**src/rtl/regfile_n_if.sv**
```systemverilog
// Bus bundle for regfile_n: write port, two read ports and entry flags.
// The master drives requests; the slave (register file) drives read results.
interface regfile_n_if #(
  parameter int WIDTH = 8,
  parameter int DEPTH = 4,
  parameter int AW    = 2
);
  logic             ClrAll;
  logic             WrEn;
  logic [AW-1:0]    WrAddr;
  logic [WIDTH-1:0] WrData;
  logic [AW-1:0]    RdAddrA;
  logic [WIDTH-1:0] RdDataA;
  logic             RdValidA;
  logic [AW-1:0]    RdAddrB;
  logic [WIDTH-1:0] RdDataB;
  logic             RdValidB;
  logic [DEPTH-1:0] Valid;

  modport master (
    output ClrAll, WrEn, WrAddr, WrData,
    output RdAddrA, RdAddrB,
    input  RdDataA, RdValidA,
    input  RdDataB, RdValidB,
    input  Valid
  );

  modport slave (
    input  ClrAll, WrEn, WrAddr, WrData,
    input  RdAddrA, RdAddrB,
    output RdDataA, RdValidA,
    output RdDataB, RdValidB,
    output Valid
  );
endinterface

```
**src/rtl/regfile_n.sv**
```systemverilog
// regfile_n: DEPTH x WIDTH register file, 1 write / 2 registered reads.
// Optional macro REGFILE_N_BYPASS_EN forwards same-cycle write data to reads.
module regfile_n #(
  parameter int WIDTH = 8,
  parameter int DEPTH = 4,
  parameter int AW    = 2
) (
  input  logic        Clock,
  input  logic        Resetn,
  regfile_n_if.slave  bus
);

  logic [WIDTH-1:0] mem_q [DEPTH];
  logic [WIDTH-1:0] mem_d [DEPTH];
  logic [DEPTH-1:0] valid_q;
  logic [DEPTH-1:0] valid_d;

  logic [WIDTH-1:0] rd_data_a_q;
  logic [WIDTH-1:0] rd_data_a_d;
  logic             rd_valid_a_q;
  logic             rd_valid_a_d;
  logic [WIDTH-1:0] rd_data_b_q;
  logic [WIDTH-1:0] rd_data_b_d;
  logic             rd_valid_b_q;
  logic             rd_valid_b_d;

  logic             wr_ok;
  logic [WIDTH-1:0] mux_a;
  logic             mux_va;
  logic [WIDTH-1:0] mux_b;
  logic             mux_vb;

  // Accepted write: strobe high and address maps to a real entry
  always_comb begin
    wr_ok = bus.WrEn && (32'(bus.WrAddr) < 32'(DEPTH));
  end

  // Read muxes; unmatched (out-of-range) addresses fall through to zero
  always_comb begin
    mux_a  = '0;
    mux_va = 1'b0;
    mux_b  = '0;
    mux_vb = 1'b0;
    for (int i = 0; i < DEPTH; i++) begin
      if (AW'(i) == bus.RdAddrA) begin
        mux_a  = mem_q[i];
        mux_va = valid_q[i];
      end
      if (AW'(i) == bus.RdAddrB) begin
        mux_b  = mem_q[i];
        mux_vb = valid_q[i];
      end
    end
`ifdef REGFILE_N_BYPASS_EN
    if (wr_ok && (bus.RdAddrA == bus.WrAddr)) begin
      mux_a  = bus.WrData;
      mux_va = 1'b1;
    end
    if (wr_ok && (bus.RdAddrB == bus.WrAddr)) begin
      mux_b  = bus.WrData;
      mux_vb = 1'b1;
    end
`endif
  end

  // Next state: clear-all wins over the write and the read capture
  always_comb begin
    mem_d        = mem_q;
    valid_d      = valid_q;
    rd_data_a_d  = mux_a;
    rd_valid_a_d = mux_va;
    rd_data_b_d  = mux_b;
    rd_valid_b_d = mux_vb;
    if (bus.ClrAll) begin
      for (int i = 0; i < DEPTH; i++) begin
        mem_d[i] = '0;
      end
      valid_d      = '0;
      rd_data_a_d  = '0;
      rd_valid_a_d = 1'b0;
      rd_data_b_d  = '0;
      rd_valid_b_d = 1'b0;
    end else if (wr_ok) begin
      for (int i = 0; i < DEPTH; i++) begin
        if (AW'(i) == bus.WrAddr) begin
          mem_d[i]   = bus.WrData;
          valid_d[i] = 1'b1;
        end
      end
    end
  end

  // Entry storage and valid flags
  always_ff @(posedge Clock or negedge Resetn) begin
    if (!Resetn) begin
      for (int i = 0; i < DEPTH; i++) begin
        mem_q[i] <= '0;
      end
      valid_q <= '0;
    end else begin
      for (int i = 0; i < DEPTH; i++) begin
        mem_q[i] <= mem_d[i];
      end
      valid_q <= valid_d;
    end
  end

  // Registered read outputs
  always_ff @(posedge Clock or negedge Resetn) begin
    if (!Resetn) begin
      rd_data_a_q  <= '0;
      rd_valid_a_q <= 1'b0;
      rd_data_b_q  <= '0;
      rd_valid_b_q <= 1'b0;
    end else begin
      rd_data_a_q  <= rd_data_a_d;
      rd_valid_a_q <= rd_valid_a_d;
      rd_data_b_q  <= rd_data_b_d;
      rd_valid_b_q <= rd_valid_b_d;
    end
  end

  assign bus.RdDataA  = rd_data_a_q;
  assign bus.RdValidA = rd_valid_a_q;
  assign bus.RdDataB  = rd_data_b_q;
  assign bus.RdValidB = rd_valid_b_q;
  assign bus.Valid    = valid_q;

endmodule

```
**src/flat_wrapper.sv**
```systemverilog
// flat-port wrapper written by rule: the top's interface ports become plain ports
module regfile_n_flat 
#(
  parameter int WIDTH = 8,
  parameter int DEPTH = 4,
  parameter int AW    = 2
)
  (Clock, Resetn, bus_ClrAll, bus_WrEn, bus_WrAddr, bus_WrData, bus_RdAddrA, bus_RdAddrB, bus_RdDataA, bus_RdValidA, bus_RdDataB, bus_RdValidB, bus_Valid);
  regfile_n_if #(.WIDTH(WIDTH), .DEPTH(DEPTH), .AW(AW)) bus_i ();
  input  logic Clock;
  input  logic Resetn;
  input wire logic [$bits(bus_i.ClrAll)-1:0] bus_ClrAll;
  input wire logic [$bits(bus_i.WrEn)-1:0] bus_WrEn;
  input wire logic [$bits(bus_i.WrAddr)-1:0] bus_WrAddr;
  input wire logic [$bits(bus_i.WrData)-1:0] bus_WrData;
  input wire logic [$bits(bus_i.RdAddrA)-1:0] bus_RdAddrA;
  input wire logic [$bits(bus_i.RdAddrB)-1:0] bus_RdAddrB;
  output wire logic [$bits(bus_i.RdDataA)-1:0] bus_RdDataA;
  output wire logic [$bits(bus_i.RdValidA)-1:0] bus_RdValidA;
  output wire logic [$bits(bus_i.RdDataB)-1:0] bus_RdDataB;
  output wire logic [$bits(bus_i.RdValidB)-1:0] bus_RdValidB;
  output wire logic [$bits(bus_i.Valid)-1:0] bus_Valid;
  assign bus_i.ClrAll = bus_ClrAll;
  assign bus_i.WrEn = bus_WrEn;
  assign bus_i.WrAddr = bus_WrAddr;
  assign bus_i.WrData = bus_WrData;
  assign bus_i.RdAddrA = bus_RdAddrA;
  assign bus_i.RdAddrB = bus_RdAddrB;
  assign bus_RdDataA = bus_i.RdDataA;
  assign bus_RdValidA = bus_i.RdValidA;
  assign bus_RdDataB = bus_i.RdDataB;
  assign bus_RdValidB = bus_i.RdValidB;
  assign bus_Valid = bus_i.Valid;
  regfile_n #(.WIDTH(WIDTH), .DEPTH(DEPTH), .AW(AW)) u_core (.Clock(Clock), .Resetn(Resetn), .bus(bus_i));
endmodule
```
**config.mk**
```make
export PLATFORM = sky130hd
export DESIGN_NAME = regfile_n_flat
export DESIGN_NICKNAME = d
export VERILOG_FILES = /design/src/rtl/regfile_n_if.sv /design/src/rtl/regfile_n.sv /design/src/flat_wrapper.sv
export SDC_FILE = /design/constraint.sdc
export NUM_CORES = 1
export LEC_CHECK = 0
export ABC_AREA = 1
export CORE_UTILIZATION = 48
export DETAILED_ROUTE_END_ITERATION = 6
export PLACE_DENSITY = 0.73
export SLEW_MARGIN = 25
export SYNTH_ARGS = -nofsm -noshare
export SYNTH_HDL_FRONTEND = slang
export SYNTH_SLANG_ARGS = --single-unit
```
**constraint.sdc**
```tcl
create_clock -name Clock -period 0.8 [get_ports Clock]
set_input_delay 0.12 -clock Clock [delete_from_list [all_inputs] [get_ports Clock]]
set_output_delay 0.12 -clock Clock [all_outputs]
set_load 0.02 [all_outputs]
```
==> run_results.csv, run 1 <==
group,metric,value,unit
sta,setup_ws,-0.2007,ns
drt,remaining_drc_errors,0,
sta,finalHoldViolations,0,
placement,dp_hpwl,4.654,mm
sta,slew_viol_final,0,
layout,seqCellArea,1354,um2
sta,max_slew.worst_pin.slew,0.3505,ns
layout,fill_cells,391,
global_route,antenna_found_initial,0,
global_route,grt_max_degree,29,
logic_synthesis,avgSynthCellArea,8.169,um2
clocking,h-tree-depth,2,
layout,nets,435,
clocking,clock-sinks,54,
floorplan,start_util,0.5100,
worst_setup_path,r2r_slack,-0.20,ns
global_route,grt_overflow,0,
clocking,clk-insertion-delay-late,0.30,ns
logic_synthesis,yosys_register_bits,54,
clocking,cts_root_buf,"clkbuf_8",
clocking,cts.clk_slew.worst_paths,0.09,ns
worst_setup_path,reg2reg_to,"u_core.bus.RdValidB",
worst_setup_path,reg2reg_depth,5,
global_route,grtUsageTotal,0.2316,
layout,post-route-cell-area,3846,um2
floorplan,fp.dieH,76.60,um
floorplan,core_area,5238,um2
sta,fin_crit,1.001,ns
clocking,cts_buffers,5,
worst_setup_path,arrival,1.19,ns
logic_synthesis,syn_nets,345,
sta,setup_viol,35,
pwr,leakage,1.902,nW
worst_setup_path,crit_type,"reg -> reg",
floorplan,io_pins,40,
drt,wl_per_cell,13.94,um
logic_synthesis,syn-cell-area,2671,um2
logic_synthesis,ys_seq_area_frac,0.5059,
status,status,"finished with violations",
clocking,clockBufferDepth,2,
worst_setup_path,crit_required,0.99,ns
global_route,grt_pass1_wl,10.70,mm
drt,vias,2511,
clocking,cts_tree,"yes",
sta,min_period_over_period,1.251,
layout,multi_input_area,1241,um2
sta,setup_tns,-3.961,ns
sta,rsz0062_at_grt,"yes",
worst_setup_path,r2r-start,"u_core.bus.Valid[0]",
worst_setup_path,crit_path_cell_trace,"buf_6 > o21ai_2 > nand2_1 > nand2_2 > a21oi_2",
drt,drtIter0Drc,120,
worst_setup_path,cp_slowest_stage_delay,0.44,ns
worst_hold_path,hp-class,"in -> async",
logic_synthesis,yosys_warnings,0,
floorplan,chipWidth,76.60,um
logic_synthesis,synthCells,327,
floorplan,rows,26,
drt,drt_wl_total,6.789,mm
layout,area_growth,43.98,%
logic_synthesis,synth_cell_type_count,18,
status,violations,"setup timing",
placement,gp_congestion,0.8158,
placement,placed_area,3458,um2
global_route,first_global_vias,2311,
sta,relSlewSlack,0.7654,
pwr,vdd_drop_max,0.0008454,V
worst_setup_path,critical_path.slowest_cell,"dfrtp_2",
sta,max_freq,999.3,MHz
layout,drive_gt1_frac,0.4388,
layout,diodes,0,
placement,portBuffers,39,
sta,hold_slack,0.2170,ns
sta,fin_skew,0.004404,ns
floorplan,dieArea,5868,um2
worst_setup_path,start_kind,"register",
worst_setup_path,critPathCaptureType,"register",
pwr,power_density,1607,nW/um2
drt,drtPass1Iterations,7,
worst_setup_path,crit_fanout,3,
flow_run,cap_viol_max_count,0,
drt,routed_via_density,5.156,
drt,ant_nets,0,
## through the flow
| stage | cells | power, mW | utilization | worst slack [ns] |
|---|---|---|---|---|
| floorplan | 327 | 3.812 | - | -0.03262 |
| global placement | 472 | 4.462 | 0.6603 | -0.6218 |
| detailed placement | 472 | 4.501 | 0.6603 | -0.6432 |
| CTS | 486 | 6.045 | 0.7069 | -0.1891 |
| global route | 487 | 6.430 | 0.7344 | -0.2464 |
| finish | 487 | 6.181 | 0.7344 | -0.2007 |
## state kept, by name, indices dropped and copies added (netlist names)
signal,count
u_core.mem_q,32
u_core.bus.RdDataA,8
u_core.bus.RdDataB,8
u_core.bus.Valid,4
u_core.bus.RdValidA,1
u_core.bus.RdValidB,1
## routing by layer
layer	global-route usage	share of wire	vias up
met5	0	0	-
met4	0.07500	0.016	0
met3	0.02635	0.066	13
met2	0.3820	0.48	132
met1	0.3192	0.44	1142
li1	-	-	1224
## power by group
group	total, mW	switching (mW)	internal [mW]
clock	1.46	0.863	0.599
sequential	3.08	0.132	2.95
combinational	1.64	0.894	0.749
total	6.18	1.89	4.29
## cell usage after synthesis, drive strengths merged
library cell | number | area (um2)
nand2 | 104 | 422.9
dfrtp | 54 | 1351
o21ai | 50 | 310.3
inv | 40 | 150.1
nand3 | 30 | 160.2
a21oi | 22 | 110.1
nor2 | 14 | 60.06
buf | 13 | 106.4
## cells in the final DEF, fill, tap and decap left out
| cell type | count |
|---|---|
| nand2_1 | 81 |
| dfrtp_1 | 52 |
| buf_4 | 43 |
| buf_6 | 28 |
| nand2_2 | 21 |
| inv_2 | 20 |
| nand3_1 | 19 |
| o21ai_1 | 18 |
| inv_1 | 18 |
| o21ai_2 | 18 |
| o21ai_0 | 14 |
| a21oi_2 | 12 |
| nand3_2 | 11 |
| a21oi_1 | 10 |
| nor2_1 | 8 |
| clkdlybuf4s50_1 | 8 |
| clkbuf_8 | 5 |
| dlygate4sd2_1 | 5 |
| buf_12 | 5 |
| nor2_4 | 4 |
| clkbuf_2 | 3 |
| inv_4 | 2 |
| nor2_2 | 2 |
| nand2_8 | 2 |
| clkinvlp_4 | 2 |
| buf_2 | 2 |
| dfrtp_2 | 2 |
| buf_16 | 1 |
| dlygate4sd3_1 | 1 |
## worst max path at each step
| stage | slack [ns] | from | cells after the start | end |
|---|---|---|---|---|
| after floorplan | -0.03 | u_core.bus.Valid[0] | 4 | u_core.bus.RdValidB |
| after global placement | -0.62 | bus_RdAddrB[1] | 6 | u_core.bus.RdDataB[6] |
| after detailed placement | -0.64 | bus_RdAddrB[1] | 6 | u_core.bus.RdDataB[6] |
| after CTS | -0.19 | u_core.bus.Valid[0] | 5 | u_core.bus.RdValidB |
| after global routing | -0.25 | u_core.bus.Valid[0] | 5 | u_core.bus.RdValidB |
| final | -0.20 | u_core.bus.Valid[0] | 5 | u_core.bus.RdValidB |
## worst max-delay path: cells and delay by family (launching register included)
family          cells  cell delay (ns)
flops               1             0.44
compound gates      2             0.15
simple gates        2             0.18
buf+inv             1             0.13
## kinds of logic (layout without fill, tap and decap cells)
kind of cell / after synthesis / count (layout) / share of synthesized area
buf+inv: 53 / 143 / 0.09602
flops: 54 / 54 / 0.5059
compound gates: 72 / 72 / 0.1574
simple gates: 148 / 148 / 0.2407
## area by class of cell
type                            count  area share
Sequential cell                    54      0.3520
Inverter                           40     0.04034
Timing Repair Buffer               96      0.2404
Tap cell                           70     0.02277
Clock buffer                        5     0.01789
Multi-Input combinational cell    220      0.3227
Clock inverter                      2    0.003904
## what timing repair did
action	4_1_cts	5_1_grt
setup buffers	4	1
hold buffers	1	0
endpoints found under the setup margin	75	46
gates cloned	2	0
endpoints found under the hold margin	54	0
pin swaps	12	14
gates resized for setup	161	60
No activity file was read; power rests on OpenSTA's default activity.
==> inputs of run 2 (changes only) <==
CTS_CLUSTER_SIZE = 28   (was unset)
==> results of run 2 <==
Final layout, timing and power as in run 1 (identical DEF).
